===== config.mk =====
export PLATFORM = sky130hd
export DESIGN_NAME = sasa_match_sched
export DESIGN_NICKNAME = d
export VERILOG_FILES = /design/src/rtl/sasa_match_sched.sv
export SDC_FILE = /design/constraint.sdc
export NUM_CORES = 1
export LEC_CHECK = 0
export CORE_AREA = 2 2 306 308
export CTS_CLUSTER_DIAMETER = 120
export DETAILED_ROUTE_END_ITERATION = 16
export DIE_AREA = 0 0 308 310
export PLACE_DENSITY = 0.36
export SKIP_LAST_GASP = 1
export SLEW_MARGIN = 20
export SYNTH_ARGS = -nofsm -noshare
export SYNTH_HDL_FRONTEND = slang
export SYNTH_SLANG_ARGS = --single-unit

===== constraint.sdc =====
create_clock -name clk -period 2.3 [get_ports clk]
set_input_delay 0.23 -clock clk [delete_from_list [all_inputs] [get_ports clk]]
set_output_delay 0.23 -clock clk [all_outputs]
set_load 0.01 [all_outputs]

===== src/rtl/sasa_match_sched.sv =====
// sasa_match_sched: drains a CAM match vector one index per handshake,
// highest index first, using an external combinational highest-match finder.
// Optional finder-consistency checker enabled by macro SASA_ONEHOT_CHK_EN;
// without it onehot_err is tied low.
module sasa_match_sched #(
   parameter int unsigned CAM_LEN = 256,
   parameter int unsigned IDX_W   = $clog2(CAM_LEN),
   parameter int unsigned CNT_W   = $clog2(CAM_LEN + 1)
) (
   input  logic               clk,
   input  logic               rst_n,
   input  logic               in_valid,
   output logic               in_ready,
   input  logic [CAM_LEN-1:0] in_vec,
   input  logic               flush,
   output logic [CAM_LEN-1:0] fm_or_vec,
   input  logic [CAM_LEN-1:0] fm_lm_vec,
   output logic               out_valid,
   input  logic               out_ready,
   output logic [IDX_W-1:0]   out_idx,
   output logic               out_last,
   output logic               done,
   output logic [CNT_W-1:0]   match_cnt,
   output logic               onehot_err
);

   typedef enum logic [1:0] {IDLE, EMIT, DONE} state_t;

   state_t             state_q, state_d;
   logic [CAM_LEN-1:0] pending_q, pending_d;
   logic [CNT_W-1:0]   count_q, count_d;
   logic [CNT_W-1:0]   match_cnt_q;
   logic [IDX_W-1:0]   lm_idx;
   logic [CAM_LEN-1:0] remain;
   logic               is_last;

   // State, pending vector, beat counter and the held match count
   always_ff @(posedge clk or negedge rst_n) begin
      if (!rst_n) begin
         state_q     <= IDLE;
         pending_q   <= '0;
         count_q     <= '0;
         match_cnt_q <= '0;
      end else begin
         state_q   <= state_d;
         pending_q <= pending_d;
         count_q   <= count_d;
         if (state_d == DONE) match_cnt_q <= count_d;
      end
   end

   // Pending bits left once the finder's current pick is removed
   always_comb begin
      remain  = pending_q & ~fm_lm_vec;
      is_last = (remain == '0);
   end

   // Next-state logic; flush overrides every handshake in the same cycle
   always_comb begin
      state_d   = state_q;
      pending_d = pending_q;
      count_d   = count_q;
      case (state_q)
         IDLE: begin
            if (in_valid) begin
               pending_d = in_vec;
               count_d   = '0;
               state_d   = (in_vec == '0) ? DONE : EMIT;
            end
         end
         EMIT: begin
            if (out_ready) begin
               pending_d = remain;
               if (count_q != CNT_W'(CAM_LEN)) count_d = count_q + CNT_W'(1);
               if (is_last) state_d = DONE;
            end
         end
         DONE:    state_d = IDLE;
         default: state_d = IDLE;
      endcase
      if (flush) begin
         state_d   = IDLE;
         pending_d = '0;
         count_d   = '0;
      end
   end

   // OR-encoder of the finder's one-hot return
   always_comb begin
      lm_idx = '0;
      for (int i = 0; i < CAM_LEN; i++) begin
         if (fm_lm_vec[i]) lm_idx = lm_idx | IDX_W'(i);
      end
   end

   // Handshake and beat outputs decoded from the state register
   always_comb begin
      in_ready  = (state_q == IDLE);
      out_valid = (state_q == EMIT);
      done      = (state_q == DONE);
      out_idx   = out_valid ? lm_idx : '0;
      out_last  = out_valid & is_last;
      fm_or_vec = pending_q;
      match_cnt = match_cnt_q;
   end

`ifdef SASA_ONEHOT_CHK_EN
   logic [CAM_LEN-1:0] top_bit;
   logic               onehot_ok;
   logic               chk_fail;
   logic               err_q;

   // Reference highest set bit of pending and the three consistency checks
   always_comb begin
      top_bit = '0;
      for (int i = 0; i < CAM_LEN; i++) begin
         if (pending_q[i]) begin
            top_bit    = '0;
            top_bit[i] = 1'b1;
         end
      end
      onehot_ok = (fm_lm_vec != '0) &&
                  ((fm_lm_vec & (fm_lm_vec - CAM_LEN'(1))) == '0);
      chk_fail  = (state_q == EMIT) &&
                  (!onehot_ok || ((fm_lm_vec & ~pending_q) != '0) ||
                   (fm_lm_vec != top_bit));
   end

   // Sticky error flag, cleared by reset or flush
   always_ff @(posedge clk or negedge rst_n) begin
      if (!rst_n)        err_q <= 1'b0;
      else if (flush)    err_q <= 1'b0;
      else if (chk_fail) err_q <= 1'b1;
   end

   assign onehot_err = err_q;
`else
   assign onehot_err = 1'b0;
`endif

endmodule


==> results.txt <==
status: finished, violations left
failing checks: negative setup slack
drt pass-1 iters: 6
post-synthesis sequential area ratio: 45.7%
min cycle time layout: 3250 ps
row count: 112
setup TNS: -9400 ps
Routed Antenna Nets: 0
gr ovfl total: 0
synth top area cells: dfrtp_1 (46%), a22o_1 (15%), o21ai_0 (8.5%)
drt drc: 0
max-slew violations: 0
Worst R2R Start: fm_or_vec[123]$_DFFE_PN0P_
clk_lat worst skew: 580 ps
Syn. warnings: 0
Synth area leader: dfrtp_1
fin area: 37200 um^2
Reg2Reg Depth: 11
FMAX: 308 MHz
worst vdd ir: 532 uV
die height: 310 um
clk root buf: clkbuf_16
Final Cycle Share: 141%
RD Place Congestion: 1.01
Critical Path RT: 2070 ps
CTS tree: built
clock-pin slew on the worst setup and hold paths: 60 ps
nets@finish: 3919
Initial DRC Count: 1826
RSZ-0062 raised after global routing: yes
PwrDens: 523 nW/um^2
Inst Count DP: 4481
Max clock buf depth: 3
Detailed Place HPWL: 136 mm
Mapped Cells: 1580
DIE AREA: 95500 um^2
Hold Path Depth: 3
first-pass GRT wire length: 210 mm
Clock Sinks: 276
Final Hold Viols: 0
Mapped Nets: 2099
Final Setup Violations: 17
Tightest Pin Transition: 772 ps
Worst Setup End Kind: primary output
via count: 23000
Syn-to-layout area delta: 146%
hold crit path type: input pin to flip-flop
area of the mapped netlist: 15100 um^2
initial antenna violation count: 44
syn avg cell area: 9.57 um^2
largest net degree at the start of global routing: 62
Ports: 795
Worst R2R End: match_cnt[2]$_DFFE_PN0N_
post-route insts no fill: 4655
Slew HR: 48.5%
Initial Util: 16.3%
R2R setup slack: -750 ps
Yosys top cell area share: 45.7%
vias in the first global route: 24100
Lkg Pwr: 17.0 nW
H-tree Lvls: 2
PortBufs: 793
Worst Path Arrival: 3020 ps
post-synth cell types: 39
Max FO, Critical Path: 2
drt total wl: 160 mm
Via density: 4.94
Worst Clk Skew: 16.8 ps
proportion of layout cells with a drive suffix above 1: 41.9%
Worst Setup EP: out_last
Placement Setup Slack: -1750 ps
CP Launch Type: flip-flop
Setup Crit Path Kind: flip-flop to primary output
Total GRT Usage: 32.3%
TritonCTS Buffers: 42
die width: 308 um
max cap viols: 0
setup ws final: -949 ps
core area: 92500 um^2
Fin Hold WS: 93.2 ps
WL/cell: 34.4 um
#FFs+latches synth: 276
crit path launch: fm_or_vec[123]$_DFFE_PN0P_
Placed Area: 32500 um^2
==> layout by cell type (no fill, tap or decap), types with 14 or more instances in the layout <==
| cell type | synthesis | final |
|---|---|---|
| a22o_1 | 257 | 257 |
| buf_12 | 0 | 63 |
| buf_4 | 1 | 877 |
| buf_6 | 0 | 144 |
| clkbuf_16 | 0 | 45 |
| clkbuf_2 | 0 | 39 |
| clkdlybuf4s15_1 | 0 | 15 |
| clkdlybuf4s50_1 | 0 | 578 |
| dfrtp_1 | 276 | 275 |
| diode_2 | 0 | 25 |
| dlygate4sd2_1 | 0 | 49 |
| dlymetal6s2s_1 | 0 | 80 |
| inv_1 | 68 | 66 |
| nand2_1 | 28 | 21 |
| nand2b_1 | 192 | 159 |
| nand2b_2 | 0 | 14 |
| nand2b_4 | 0 | 19 |
| nand4_1 | 48 | 48 |
| nor2_1 | 17 | 15 |
| nor4_1 | 199 | 84 |
| nor4_2 | 0 | 21 |
| nor4_4 | 1 | 95 |
| o2111ai_1 | 64 | 49 |
| o21ai_0 | 257 | 257 |
==> routing by layer <==
metal / track usage (%) / routed length [um] / vias to the layer above
li1: - / - / 9919
met1: 40.2 / 65700 / 11700
met2: 54.4 / 76000 / 1087
met3: 6.84 / 10900 / 285
met4: 13.2 / 7490 / 24
met5: 0 / 141 / -
==> what timing repair did <==
item	in CTS	in global routing
buffers inserted	38	44
gates resized for setup	503	384
hold endpoints to repair	42	0
setup endpoints to repair	21	20
gates cloned	0	0
hold buffers	1	0
pin swaps	75	119
==> worst min path at each step <==
stage / start / to / slack (ps)
global placement: rst_n / fm_or_vec[103]$_DFFE_PN0P_ / 220
floorplan: rst_n / count_q[0]$_DFF_PN0_ / -70
finish: fm_lm_vec[255] / fm_or_vec[255]$_DFFE_PN0P_ / 90
CTS: fm_lm_vec[105] / fm_or_vec[105]$_DFFE_PN0P_ / 120
detailed placement: rst_n / fm_or_vec[103]$_DFFE_PN0P_ / 220
global route: fm_lm_vec[255] / fm_or_vec[255]$_DFFE_PN0P_ / 80
==> power by group <==
| part | total (mW) | internal, mW | switching (mW) |
|---|---|---|---|
| Combinational | 6.78 | 3.43 | 3.36 |
| Clock | 7.23 | 4.42 | 2.81 |
| Sequential | 5.44 | 5.19 | 0.249 |
| Total | 19.5 | 13.0 | 6.42 |
==> cells by family (layout without fill, tap and decap cells) <==
logic type      count (synthesis)  count (layout)  synth area share [%]
simple gates                  529             529                  21.2
mux                            10              10                 0.745
fa+ha+maj                       2               2                 0.166
buf+inv                       158            2011                  3.96
flops                         276             276                  45.7
compound gates                604             604                  28.2
other cells                     1              26                0.0248
==> critical path: stages, from the launching register on <==
cell and delay (ps):
dfrtp_1 380, nand2b_1 270, o2111ai_1 260, nor4_2 350, nand4_1 210, nor4_4 540
buf_4 210, and2_4 130, buf_6 90
==> stage by stage <==
step | power [mW] | util [%]
floorplan | 6.80 | -
global route | 20.0 | 40.2
CTS | 19.4 | 38.7
global placement | 11.8 | 35.1
finish | 19.5 | 40.2
detailed placement | 11.8 | 35.1
==> flip-flops by register name (all words and copies together), names as in the netlist <==
register,flops
count_q,9
fm_or_vec,256
match_cnt,9
state_q,2
==> layout make-up <==
cell class / count / area [um^2]
diodes: 25 / 62.6
repair buffers: 1866 / 17200
clock buffers: 57 / 1270
inverters: 68 / 255
flip-flops and latches: 276 / 6910
multi-input cells: 1146 / 9770
clock inverters: 20 / 233
well taps: 1197 / 1500
fillers: 9265 / 55300
==> cells in the mapped netlist <==
cell type and number:
inv_1 68, a211oi_1 1, buf_2 1, nand3_1 7, buf_1 1, clkbuf_1 87
or4_1 6, and2_1 3, mux2_2 10, o22ai_1 1, a311oi_1 1, buf_4 1
or3_1 2, or2_2 2, ha_1 2, a31oi_1 7, a21oi_2 1, a31o_2 1
nor3_1 15, conb_1 1, o221a_2 1, nand4b_1 2, o21ai_1 1, nor2b_1 3
o2111ai_1 64, nand4_1 48, or2b_1 3, nor4_4 1, a22oi_1 2, dfrtp_1 276
o21ai_0 257, nand2_1 28, a21o_1 2, nor2_1 17, nor4_1 199, and3_1 1
a21oi_1 8, a22o_1 257, nand2b_1 192
(Power assumes the default switching activity.)
